`src/rtl/bus_dma_master.sv`:
```
// Word-copy DMA engine. The CPU programs SRC/DST/LEN/CTRL through a small slave window. The
// engine then copies LEN words over the shared master bus, one read/write pair per word, and
// flags completion through a sticky DONE bit and a level interrupt.
module bus_dma_master #(
  parameter int unsigned LEN_W  = 16,
  parameter int unsigned ADDR_W = 30,
  parameter int unsigned DATA_W = 32
) (
  input  logic              clk,
  input  logic              reset,
  // Slave register window
  input  logic              sCS_,
  input  logic              sAs_,
  input  logic              sRW,
  input  logic [1:0]        sAddr,
  input  logic [DATA_W-1:0] sWrData,
  output logic [DATA_W-1:0] sRdData,
  output logic              sRdy_,
  // Master port
  output logic              mReq_,
  input  logic              mGrnt_,
  output logic [ADDR_W-1:0] mAddr,
  output logic              mAs_,
  output logic              mRW,
  output logic [DATA_W-1:0] mWrData,
  input  logic [DATA_W-1:0] mRdData,
  input  logic              mRdy_,
  // Completion interrupt
  output logic              irq
);

  localparam logic [2:0] StIdle = 3'd0;
  localparam logic [2:0] StReq  = 3'd1;
  localparam logic [2:0] StAcc  = 3'd2;
  localparam logic [2:0] StWait = 3'd3;
  localparam logic [2:0] StGap  = 3'd4;

  logic [ADDR_W-1:0] src_q;
  logic [ADDR_W-1:0] dst_q;
  logic [LEN_W-1:0]  len_q;
  logic              done_q;
  logic              ie_q;
  logic [2:0]        state_q;
  logic              ph_q;      // 0 = read phase, 1 = write phase
  logic [DATA_W-1:0] wdata_q;
  logic              irq_q;

  logic              acc_q;
  logic              acc_rd_q;
  logic [1:0]        acc_addr_q;
  logic              srdy_q;
  logic [DATA_W-1:0] srdata_q;
  logic [DATA_W-1:0] rd_mux;

  logic              acc;
  logic              wr_en;
  logic              busy;
  logic              unused_wdata;

  assign acc   = ~sCS_ & ~sAs_;
  assign wr_en = acc & ~sRW;
  assign busy  = (state_q != StIdle);

  // Upper write-data bits have no register behind them.
  assign unused_wdata = ^sWrData[DATA_W-1:ADDR_W];

  // Register read mux, indexed by the access captured on the previous edge.
  always_comb begin
    rd_mux = '0;
    case (acc_addr_q)
      2'd0:    rd_mux = DATA_W'(src_q);
      2'd1:    rd_mux = DATA_W'(dst_q);
      2'd2:    rd_mux = DATA_W'(len_q);
      default: rd_mux = {{(DATA_W-3){1'b0}}, ie_q, done_q, busy};
    endcase
  end

  // Slave response pipeline: capture access at one edge, answer with sRdy_ at the next.
  always_ff @(posedge clk or posedge reset) begin
    if (reset) begin
      acc_q      <= 1'b0;
      acc_rd_q   <= 1'b0;
      acc_addr_q <= 2'd0;
      srdy_q     <= 1'b1;
      srdata_q   <= '0;
    end else begin
      acc_q      <= acc;
      acc_rd_q   <= acc & sRW;
      acc_addr_q <= sAddr;
      srdy_q     <= ~acc_q;
      srdata_q   <= acc_rd_q ? rd_mux : '0;
    end
  end

  // Register writes and the copy FSM share state (SRC/DST/LEN/DONE), so they live together.
  // Statement order matters: a completion setting DONE overrides a same-cycle DONE clear.
  always_ff @(posedge clk or posedge reset) begin
    if (reset) begin
      src_q   <= '0;
      dst_q   <= '0;
      len_q   <= '0;
      done_q  <= 1'b0;
      ie_q    <= 1'b0;
      state_q <= StIdle;
      ph_q    <= 1'b0;
      wdata_q <= '0;
    end else begin
      if (wr_en && !busy) begin
        case (sAddr)
          2'd0:    src_q <= sWrData[ADDR_W-1:0];
          2'd1:    dst_q <= sWrData[ADDR_W-1:0];
          2'd2:    len_q <= sWrData[LEN_W-1:0];
          default: ;
        endcase
      end
      if (wr_en && (sAddr == 2'd3)) begin
        ie_q <= sWrData[2];
        if (sWrData[1]) done_q <= 1'b0;
        if (sWrData[0] && !busy) begin
          if (len_q == '0) begin
            done_q <= 1'b1;
          end else begin
            state_q <= StReq;
            ph_q    <= 1'b0;
          end
        end
      end

      case (state_q)
        StIdle: ;
        StReq:  if (!mGrnt_) state_q <= StAcc;
        StAcc:  state_q <= StWait;
        StWait: begin
          if (!mRdy_) begin
            state_q <= StGap;
            if (!ph_q) wdata_q <= mRdData;
          end
        end
        StGap: begin
          if (!ph_q) begin
            ph_q    <= 1'b1;
            state_q <= StReq;
          end else begin
            src_q <= src_q + ADDR_W'(1);
            dst_q <= dst_q + ADDR_W'(1);
            len_q <= len_q - LEN_W'(1);
            ph_q  <= 1'b0;
            if (len_q == LEN_W'(1)) begin
              state_q <= StIdle;
              done_q  <= 1'b1;
            end else begin
              state_q <= StReq;
            end
          end
        end
        default: state_q <= StIdle;
      endcase
    end
  end

  // Interrupt follows DONE & IE one cycle later.
  always_ff @(posedge clk or posedge reset) begin
    if (reset) irq_q <= 1'b0;
    else       irq_q <= done_q & ie_q;
  end

  // Master outputs decode straight from state so reset releases the bus immediately.
  assign mReq_   = ~((state_q == StReq) || (state_q == StAcc) || (state_q == StWait));
  assign mAs_    = ~(state_q == StAcc);
  assign mRW     = ~ph_q;
  assign mAddr   = ph_q ? dst_q : src_q;
  assign mWrData = wdata_q;

  assign sRdy_   = srdy_q;
  assign sRdData = srdata_q;
  assign irq     = irq_q;

endmodule
```
`config.mk`:
```
export PLATFORM = sky130hd
export DESIGN_NAME = bus_dma_master
export DESIGN_NICKNAME = d
export VERILOG_FILES = /design/src/rtl/bus_dma_master.sv
export SDC_FILE = /design/constraint.sdc
export NUM_CORES = 1
export LEC_CHECK = 0
export ABC_AREA = 1
export CAP_MARGIN = 5
export CELL_PAD_IN_SITES_DETAIL_PLACEMENT = 0
export CELL_PAD_IN_SITES_GLOBAL_PLACEMENT = 2
export CORE_MARGIN = 3
export CORE_UTILIZATION = 29
export CTS_BUF_LIST = sky130_fd_sc_hd__clkbuf_16
export CTS_CLUSTER_DIAMETER = 40
export DETAILED_ROUTE_END_ITERATION = 6
export PLACE_DENSITY = 0.79
export SETUP_SLACK_MARGIN = 0.05
export SYNTH_ARGS = -nofsm -noshare
export SYNTH_HDL_FRONTEND = slang
export SYNTH_SLANG_ARGS = --single-unit
```
`constraint.sdc`:
```
create_clock -name clk -period 6.04 [get_ports clk]
set_input_delay 1.208 -clock clk [delete_from_list [all_inputs] [get_ports clk]]
set_output_delay 1.208 -clock clk [all_outputs]
set_load 0.02 [all_outputs]
```
==> results.yml, run 1 <==
worst_setup_path:
  cp_top_family: "buffers and inverters"
  crit_end: "mAddr[17]"
  path_max_fanout: 53
  crit_buf_inv: 2
  worst_ep_arrival_time_ps: 2270
  critPathSlowestCell: "clkdlybuf4s50_1"
  cp-start-kind: "flip-flop"
  regToRegSetupSlack_ps: 3330
  r2r_cells: 7
  cp_cell_sequence: "buf_4, o21ai_0, clkdlybuf4s50_1"
  slowest_delay_ps: 690
  rr_startpoint: "state_q[0]"
  startpoint: "ph_q"
  rr_endpoint: "len_q[13]"
  end_kind: "output pin"
  required_ps: 4830
  crit_type: "reg -> out"
  crit_cells: 3
cts:
  worst_setup_hold_path_clk_slew_ps: 60
  postCtsHoldBufs: 0
  htree_levels: 4
  cts_num_sinks: 150
  cts_buffers: 17
  cts_setup_buffers: 0
  root_buffer: "clkbuf_16"
  clock_latency_ps: 450
  cts_tree: "built"
  clk_path_buf_depth: 2
  ctsResizeCount: 0
global_routing:
  grt_max_degree: 66
  grt_overflow: 0
  antenna_found_initial: 1
  grt_use_total_pct: 21.12
  grt_pass1_vias: 8753
  grt_pass1_wl_mm: 54.14
routing:
  wl_per_cell_um: 19.09
  wl_mm: 35.72
  dr.pass1.iters: 5
  drc: 0
  drt_iter0_drc: 803
  ant_nets: 0
  vias: 9278
  vias_per_cell: 4.959
sta:
  tightest_slew_ps: 818.8
  slew_headroom_pct: 45.28
  holdWs_ps: 357.8
  finalWorstSetupSlack_ps: 2562
  finalMaxSlewViolations: 0
  min_period_ps: 3478
  fin_setup_tns_ps: 0
  fin_crit_sh_pct: 57.58
  report.final.hold_viol_count: 0
  rsz0062_at_grt: "no"
  skew_ps: 14.76
  fmax_mhz: 287.6
  setup_violations: 0
logic_synthesis:
  ys_seq_elements: 150
  synthCells: 1321
  yosys_most_used_dff: "dfrtp_1"
  synth-edff-count: 0
  seq_area_frac_synth_pct: 40.89
  netlist_area_um2: 9184
  synth_area_per_cell_um2: 6.952
  async_reset_ff_share_pct: 100.0
  yosys_warnings: 0
  yosysUniqueCellTypes: 40
die:
  core_um2: 30910
  dieHeight_um: 184.0
  initial_core_util_pct: 29.71
  ios: 172
  num_rows: 64
  die_w_um: 184.0
  die_area_um2: 33840
final_layout:
  diodes: 0
  area_growth_pct: 27.98
  fill_cells: 3363
  fin_cells: 1871
  nNetsFinal: 1540
  drive_above_1_share_pct: 5.153
  seq_area_um2: 3755
  multi_input_area_um2: 4552
power_and_ir_drop:
  p_per_area_nw_per_um2: 461.8
  ir_worst_vdd_uv: 221.9
  leakagePower_uw: 0.005393
worst_hold_path:
  hp-class: "reg -> reg"
  min_from: "acc_q"
placed_design:
  numPortBuffers: 167
  dp_worst_setup_slack_ps: 2150
  dp.cells: 1839
  hpwl_mm: 26.39
  finalWeightedCongestion: 0.8367
status:
  status: "finished clean"
run:
  maxCapViolations: 0
worst min path at each step:
| stage | endpoint | slack (ps) | depth (start not counted) |
|---|---|---|---|
| floorplan | sRdy_ | 340 | 1 |
| global placement | sRdy_ | 360 | 1 |
| detailed placement | sRdy_ | 360 | 1 |
| CTS | sRdy_ | 370 | 1 |
| global route | sRdy_ | 380 | 1 |
| finish | sRdy_ | 360 | 1 |
layout by cell type (no fill, tap or decap), types with 4 or more instances in the layout:
cell and instances:
a211oi_1 12, a21oi_1 80, buf_4 10, clkbuf_16 17
clkdlybuf4s50_1 167, dfrtp_1 149, ha_1 5, inv_1 161
mux2_1 7, mux2_2 25, nand2_1 371, nand3_1 48
nand4_1 14, nor2_1 175, nor2_2 4, nor3_1 7
o211ai_1 21, o21ai_0 124, o21ai_1 24, o221ai_1 8
o22ai_1 4, xor2_1 7
registers in the layout, indices dropped and copies added, names as in the netlist, 2 cells and up:
register / count
src_q: 30
mWrData: 32
state_q: 3
len_q: 16
sRdData: 30
dst_q: 30
acc_addr_q: 2
worst reg2reg max path, stage by stage (launching register included):
cell,delay [ps]
dfrtp_1,430
nor2_2,140
nand2_1,100
nor2_4,640
nand2_1,720
o21ai_0,410
nor2_1,80
a21oi_1,120
report_power, final:
part           switching (uW)  internal, uW  leakage (uW)
combinational            1490           980       0.00324
clock                     468           645      0.000296
sequential                488          1360       0.00186
total                    2440          2980       0.00539
through the flow:
stage / power, uW / utilization (%) / cell area [um^2]
finish: 5427 / 38.03 / 11750
CTS: 5472 / 38.03 / 11750
global placement: 4310 / 36.12 / 11170
floorplan: 3214 / - / 9188
detailed placement: 4328 / 36.12 / 11170
global route: 5844 / 38.03 / 11750
metal layers:
metal	up-vias	track usage, %	share of wire [%]
li1	4547	-	-
met1	4411	30.01	47
met2	280	32.70	45
met3	40	3.858	5.4
met4	0	6.532	2.4
met5	-	0	0
cells by family (layout without fill, tap and decap cells):
family / count (synthesis) / count (layout) / share of synthesized area (%)
adders and majority gates: 5 / 5 / 0.6812
AOI/OAI and AO/OA: 280 / 280 / 16.74
xor gates and xnor gates: 9 / 9 / 0.8584
and+or+nand+nor: 625 / 625 / 27.28
other: 1 / 2 / 0.04083
buffers and inverters: 219 / 372 / 9.591
DFF: 150 / 150 / 40.89
muxes: 32 / 32 / 3.924
layout make-up:
cell class | count | share of cell area (%)
clock inverters | 15 | 1.384
well taps | 396 | 4.215
inverters | 163 | 5.248
repair buffers | 177 | 14.86
clock buffers | 17 | 3.619
flip-flops and latches | 150 | 31.95
multi-input cells | 953 | 38.73
synth_stat cells, drive strengths merged, types with 2 or more instances:
cell type / instances / area [um^2]
nand2: 371 / 1393
ha: 5 / 62.56
a211oi: 12 / 90.09
inv: 163 / 611.8
o21ai: 148 / 740.7
o221ai: 8 / 70.07
buf: 28 / 160.2
clkbuf: 28 / 108.9
dfrtp: 149 / 3729
mux2: 32 / 360.3
o211ai: 21 / 157.7
a31oi: 2 / 12.51
o22ai: 4 / 25.02
nand3: 50 / 267.8
nor3: 8 / 45.04
a21oi: 80 / 400.4
xor2: 7 / 61.31
nor2: 181 / 704.4
xnor2: 2 / 17.52
nand4: 14 / 87.58
Power figures use the tool's default switching activity.
==> run 2: changes to the inputs <==
==> constraint.sdc (replaced) <==
create_clock -name clk -period 3.45 [get_ports clk]
set_input_delay 0.69 -clock clk [delete_from_list [all_inputs] [get_ports clk]]
set_output_delay 0.69 -clock clk [all_outputs]
set_load 0.02 [all_outputs]
==> run 2 against run 1 <==
Effect of this change:
- design area up 0.92%
- highest routed layer unchanged
- worst setup slack got worse by 2300 ps
- total power up 76%
- largest power group unchanged
==> results.yml, run 2 (synthesis gave the netlist of run 1 again) <==
cts:
  cts_tree: "built"
  clk_path_buf_depth: 2
  worst_setup_hold_path_clk_slew_ps: 70
  cts_setup_buffers: 0
  cts_num_sinks: 150
  htree_levels: 4
  ctsResizeCount: 0
  clock_latency_ps: 430
  cts_buffers: 17
  root_buffer: "clkbuf_16"
  postCtsHoldBufs: 0
worst_setup_path:
  worst_ep_arrival_time_ps: 2450
  cp_cell_sequence: "buf_4, inv_1, o21ai_0, clkdlybuf4s50_1"
  crit_type: "reg -> out"
  slowest_delay_ps: 670
  cp-start-kind: "flip-flop"
  path_max_fanout: 28
  rr_startpoint: "ph_q"
  required_ps: 2760
  end_kind: "output pin"
  critPathSlowestCell: "clkdlybuf4s50_1"
  startpoint: "ph_q"
routing:
  wl_per_cell_um: 18.93
  drt_iter0_drc: 737
  dr.pass1.iters: 5
  ant_nets: 0
  wl_mm: 35.66
  vias: 9293
  drc: 0
  vias_per_cell: 4.933
placed_design:
  hpwl_mm: 26.58
  numPortBuffers: 167
  finalWeightedCongestion: 0.8185
  dpl_cell_area_um2: 11270
  dp_worst_setup_slack_ps: 657.3
final_layout:
  diodes: 0
  fill_cells: 3333
  layout_common_cells: "nand2_1, nor2_1, clkdlybuf4s50_1"
  seq_area_um2: 3755
  design_area_um2: 11860
  postLayoutCoreUtil_pct: 38.37
  nNetsFinal: 1553
  layout_commonest_cell: "nand2_1"
  largest_reg_flops: 32
  multi_input_area_um2: 4552
  drive_above_1_share_pct: 6.250
  area_growth_pct: 29.16
power_and_ir_drop:
  leakagePower_uw: 0.005452
  p_int_uw: 5165
  power_uw: 9544
  clockPowerShare_pct: 20.1
  share_comb_of_total_power_pct: 46.3
  ir_worst_vdd_uv: 353.6
  p_per_area_nw_per_um2: 804.7
  seqPwrFrac_pct: 33.6
  switching_share_pct: 45.88
  power_switching_uw: 4379
sta:
  fmax_mhz: 318.5
  min_period_ps: 3140
  slew_headroom_pct: 42.10
  rsz0062_at_grt: "no"
  tightest_slew_ps: 868.4
  fin_setup_tns_ps: 0
  finalMaxSlewViolations: 0
  report.final.hold_viol_count: 0
  fin_crit_sh_pct: 91.02
  finalWorstSetupSlack_ps: 309.9
  skew_ps: 16.73
  setup_violations: 0
die:
  num_rows: 64
  dieHeight_um: 184.0
  ios: 172
  die_w_um: 184.0
  die_area_um2: 33840
  initial_core_util_pct: 29.71
  core_um2: 30910
global_routing:
  grt_pass1_vias: 8945
  grt_overflow: 0
  grt_pass1_wl_mm: 54.03
  grt_max_degree: 151
  grt_use_total_pct: 21.03
  antenna_found_initial: 0
worst_hold_path:
  hp-class: "reg -> reg"
  min_from: "acc_q"
run:
  maxCapViolations: 0
status:
  status: "finished clean"
==> run 2: cell types whose count changed in the layout (fill, tap and decap cells not counted), moves of 2 or more <==
cell	change
bufinv_16	-2
inv_8	+4
clkinv_1	-3
buf_4	+12
inv_6	+2
==> run 2: worst paths after layout <==
kind	slack, ps	to	cells after the start
min in group asynchronous	850	mWrData[5]	3
max reg2reg	680	src_q[11]	8
max	310	mAddr[6]	4
max in group asynchronous	1970	dst_q[28]	3
min	360	sRdy_	1
min reg2reg	360	sRdy_	1
==> run 2: layout make-up <==
class                   count  share of cell area [%]
well taps                 396                   4.177
inverters                 163                   5.190
repair buffers            190                   15.65
multi-input cells         953                   38.38
clock buffers              17                   3.586
clock inverters            15                   1.361
flip-flops and latches    150                   31.66
==> run 2: per-layer routing <==
metal	track usage, %	vias up	part of all wire [%]
met5	0	-	0
met4	5.836	0	1.9
met3	3.403	33	5.6
met2	33.31	303	45
met1	29.81	4386	47
li1	-	4571	-
==> run 2: worst max-delay path, delay by kind of cell (launching register included) <==
family / cells / cell delay [ps]
AO/OA/AOI/OAI: 1 / 370
buffers and inverters: 3 / 1290
flip-flops: 1 / 350
==> run 2: per-stage QoR <==
| stage | hold WS [ps] | instances |
|---|---|---|
| floorplan | 336.7 | 1322 |
| global placement | 350.7 | 1852 |
| detailed placement | 352.2 | 1852 |
| CTS | 363.3 | 1884 |
| global route | 380.8 | 1884 |
| finish | 355.1 | 1884 |
==> run 2: power by group through the flow <==
stage	Sequential (uW)	Combinational [uW]	Clock, uW
final	3210	4420	1920
after global routing	3300	4900	2050
after CTS	3190	4440	1970
after detailed placement	3220	4420	0
after global placement	3210	4400	0
after floorplan	3100	2530	0
==> variant: new RTL, flow settings as in run 2 <==
Make the reset (`reset`) synchronous in 3 clocked blocks.
--- a/src/rtl/bus_dma_master.sv
+++ b/src/rtl/bus_dma_master.sv
@@ -78,3 +78,3 @@
   // Slave response pipeline: capture access at one edge, answer with sRdy_ at the next.
-  always_ff @(posedge clk or posedge reset) begin
+  always_ff @(posedge clk) begin
     if (reset) begin
@@ -96,3 +96,3 @@
   // Statement order matters: a completion setting DONE overrides a same-cycle DONE clear.
-  always_ff @(posedge clk or posedge reset) begin
+  always_ff @(posedge clk) begin
     if (reset) begin
@@ -161,3 +161,3 @@
   // Interrupt follows DONE & IE one cycle later.
-  always_ff @(posedge clk or posedge reset) begin
+  always_ff @(posedge clk) begin
     if (reset) irq_q <= 1'b0;
Function: differs if reset is asserted again (counterexample within 4 cycles, from zero or initial values and one cycle with reset high); with reset held inactive, the same outputs for 4 cycles.
==> variant against run 2 <==
  * Sequential cell count unchanged
  * Cell count up 7.4%
  * Die area down 3.2%
  * Design area down 3.0%
  * Routed wire length up 7.3%
  * Register-to-register slack better by 0.60 ns
  * Setup slack better by 0.091 ns
  * Critical path depth unchanged
  * Synthesized area down 3.3%
Power is not compared: it rests on default switching activity, and its combinational part moved more than twofold at a synthesized area within 25%.
==> variant: results (changes against run 2) <==
* Initial DRC Count at 1020 (+38%)
* Post-synth top flop: dfxtp_1
* Worst Hold Path EP: sRdy_
* WL/cell at 18.9 um (about the same)
* Worst R2R Setup Slack at 1.28 ns (+0.60 ns)
* Total GRT Usage at 23.1% (+2.1 points)
* Sequential area share after synthesis at 33.8% (-7.1 points)
* Reg clk slew, reported paths at 0.07 ns (about the same)
* Critical path's slowest cell: dfxtp_2
* First-pass GRT wire length at 59000 um (+9.1%)
* Cells on worst reg2reg path at 7 (-1)
* Vias in the first global route at 9638 (+7.7%)
* Crit path DAT at 2.36 ns (-0.09 ns)
* Layout net count at 1698 (+9.3%)
* Initial antenna violation count at 2 (+2)
* Placed cells at 1991 (+7.5%)
* Root Driver: clkbuf_16
* Share of cells above drive strength 1 at 4.96% (-1.3 points)
* GPL Wtd Cong at 0.893 (+9.2%)
* Min-delay src: acc_q
* Commonest cells post-synth: nand2_1, nor2_1, o21ai_0
* Fin Clk Skew at 0.0235 ns (+0.00674 ns)
* Setup crit start: ph_q
* FF-to-FF Start: dst_q[0]
* Avg Cell Area, Syn at 6.03 um^2 (-13%)
* Placed Instance Area at 11000 um^2 (-2.8%)
* FF-to-FF End: dst_q[21]
* WHS at 0.371 ns (+0.0162 ns)
* Slew @ Worst Pin at 1.03 ns (+0.159 ns)
* Netlist cell types at 37 (-7.5%)
* GR Util met2 at 36.9% (+3.6 points)
* GR Layer Usage met3 at 6.16% (+2.8 points)
* Critical path peak fanout at 24 (-14%)
* Worst Setup EP: mAddr[25]
* Routed wl met3 at 2810 um (+41%)
* Largest net degree at the start of global routing at 68 (-55%)
* Async SR Flop Fraction at 0% (-100 points)
* Resize count post-CTS at 0 (unchanged)
* Status: completed
* Hpwl dp at 28500 um (+7.1%)
* CP peak stage delay at 0.71 ns (+0.04 ns)
* Routed met1 length at 17600 um (+4.3%)
* Setup WS pre-CTS at 0.675 ns (+0.0181 ns)
* Vias per inst at 4.97 (+0.68%)
* Met2 wire len at 17200 um (+6.8%)
* Final WL at 38300 um (+7.3%)
* Met1 Use GR at 31.6% (+1.8 points)
* Worst skew pair latency at 0.45 ns (+0.02 ns)
* Top post-synthesis cells by area: dfxtp_1, nand2_1, nor2_1, o21ai_0, inv_1
variant: changes by cell type after synthesis, moves of 17 or more:
cell,delta
dfxtp_1,+150
dfrtp_1,-149
nor2_1,+49
o21ai_0,+42
nand3_1,+37
mux2_2,-25
nand2_1,+21
o21ai_1,-20
a21oi_1,+17
variant: kinds of logic after synthesis:
group                    after synthesis  share of synthesized area (%)
buffers and inverters                236                           10.6
AO/OA/AOI/OAI                        305                           18.2
AND/OR/NAND/NOR                      770                           36.2
other                                  1                         0.0422
adder cells (fa/ha/maj)                5                          0.705
XOR/XNOR                               5                          0.493
flip-flops                           150                           33.8
variant: cell type report:
type	instances	area [um^2]	share of cell area [%]
Inverter	168	631	5.48
Tap cell	390	488	4.24
Clock inverter	15	121	1.06
Clock buffer	17	425	3.70
Sequential cell	150	3000	26.1
Timing Repair Buffer	196	1890	16.4
Multi-Input combinational cell	1087	4940	43.0
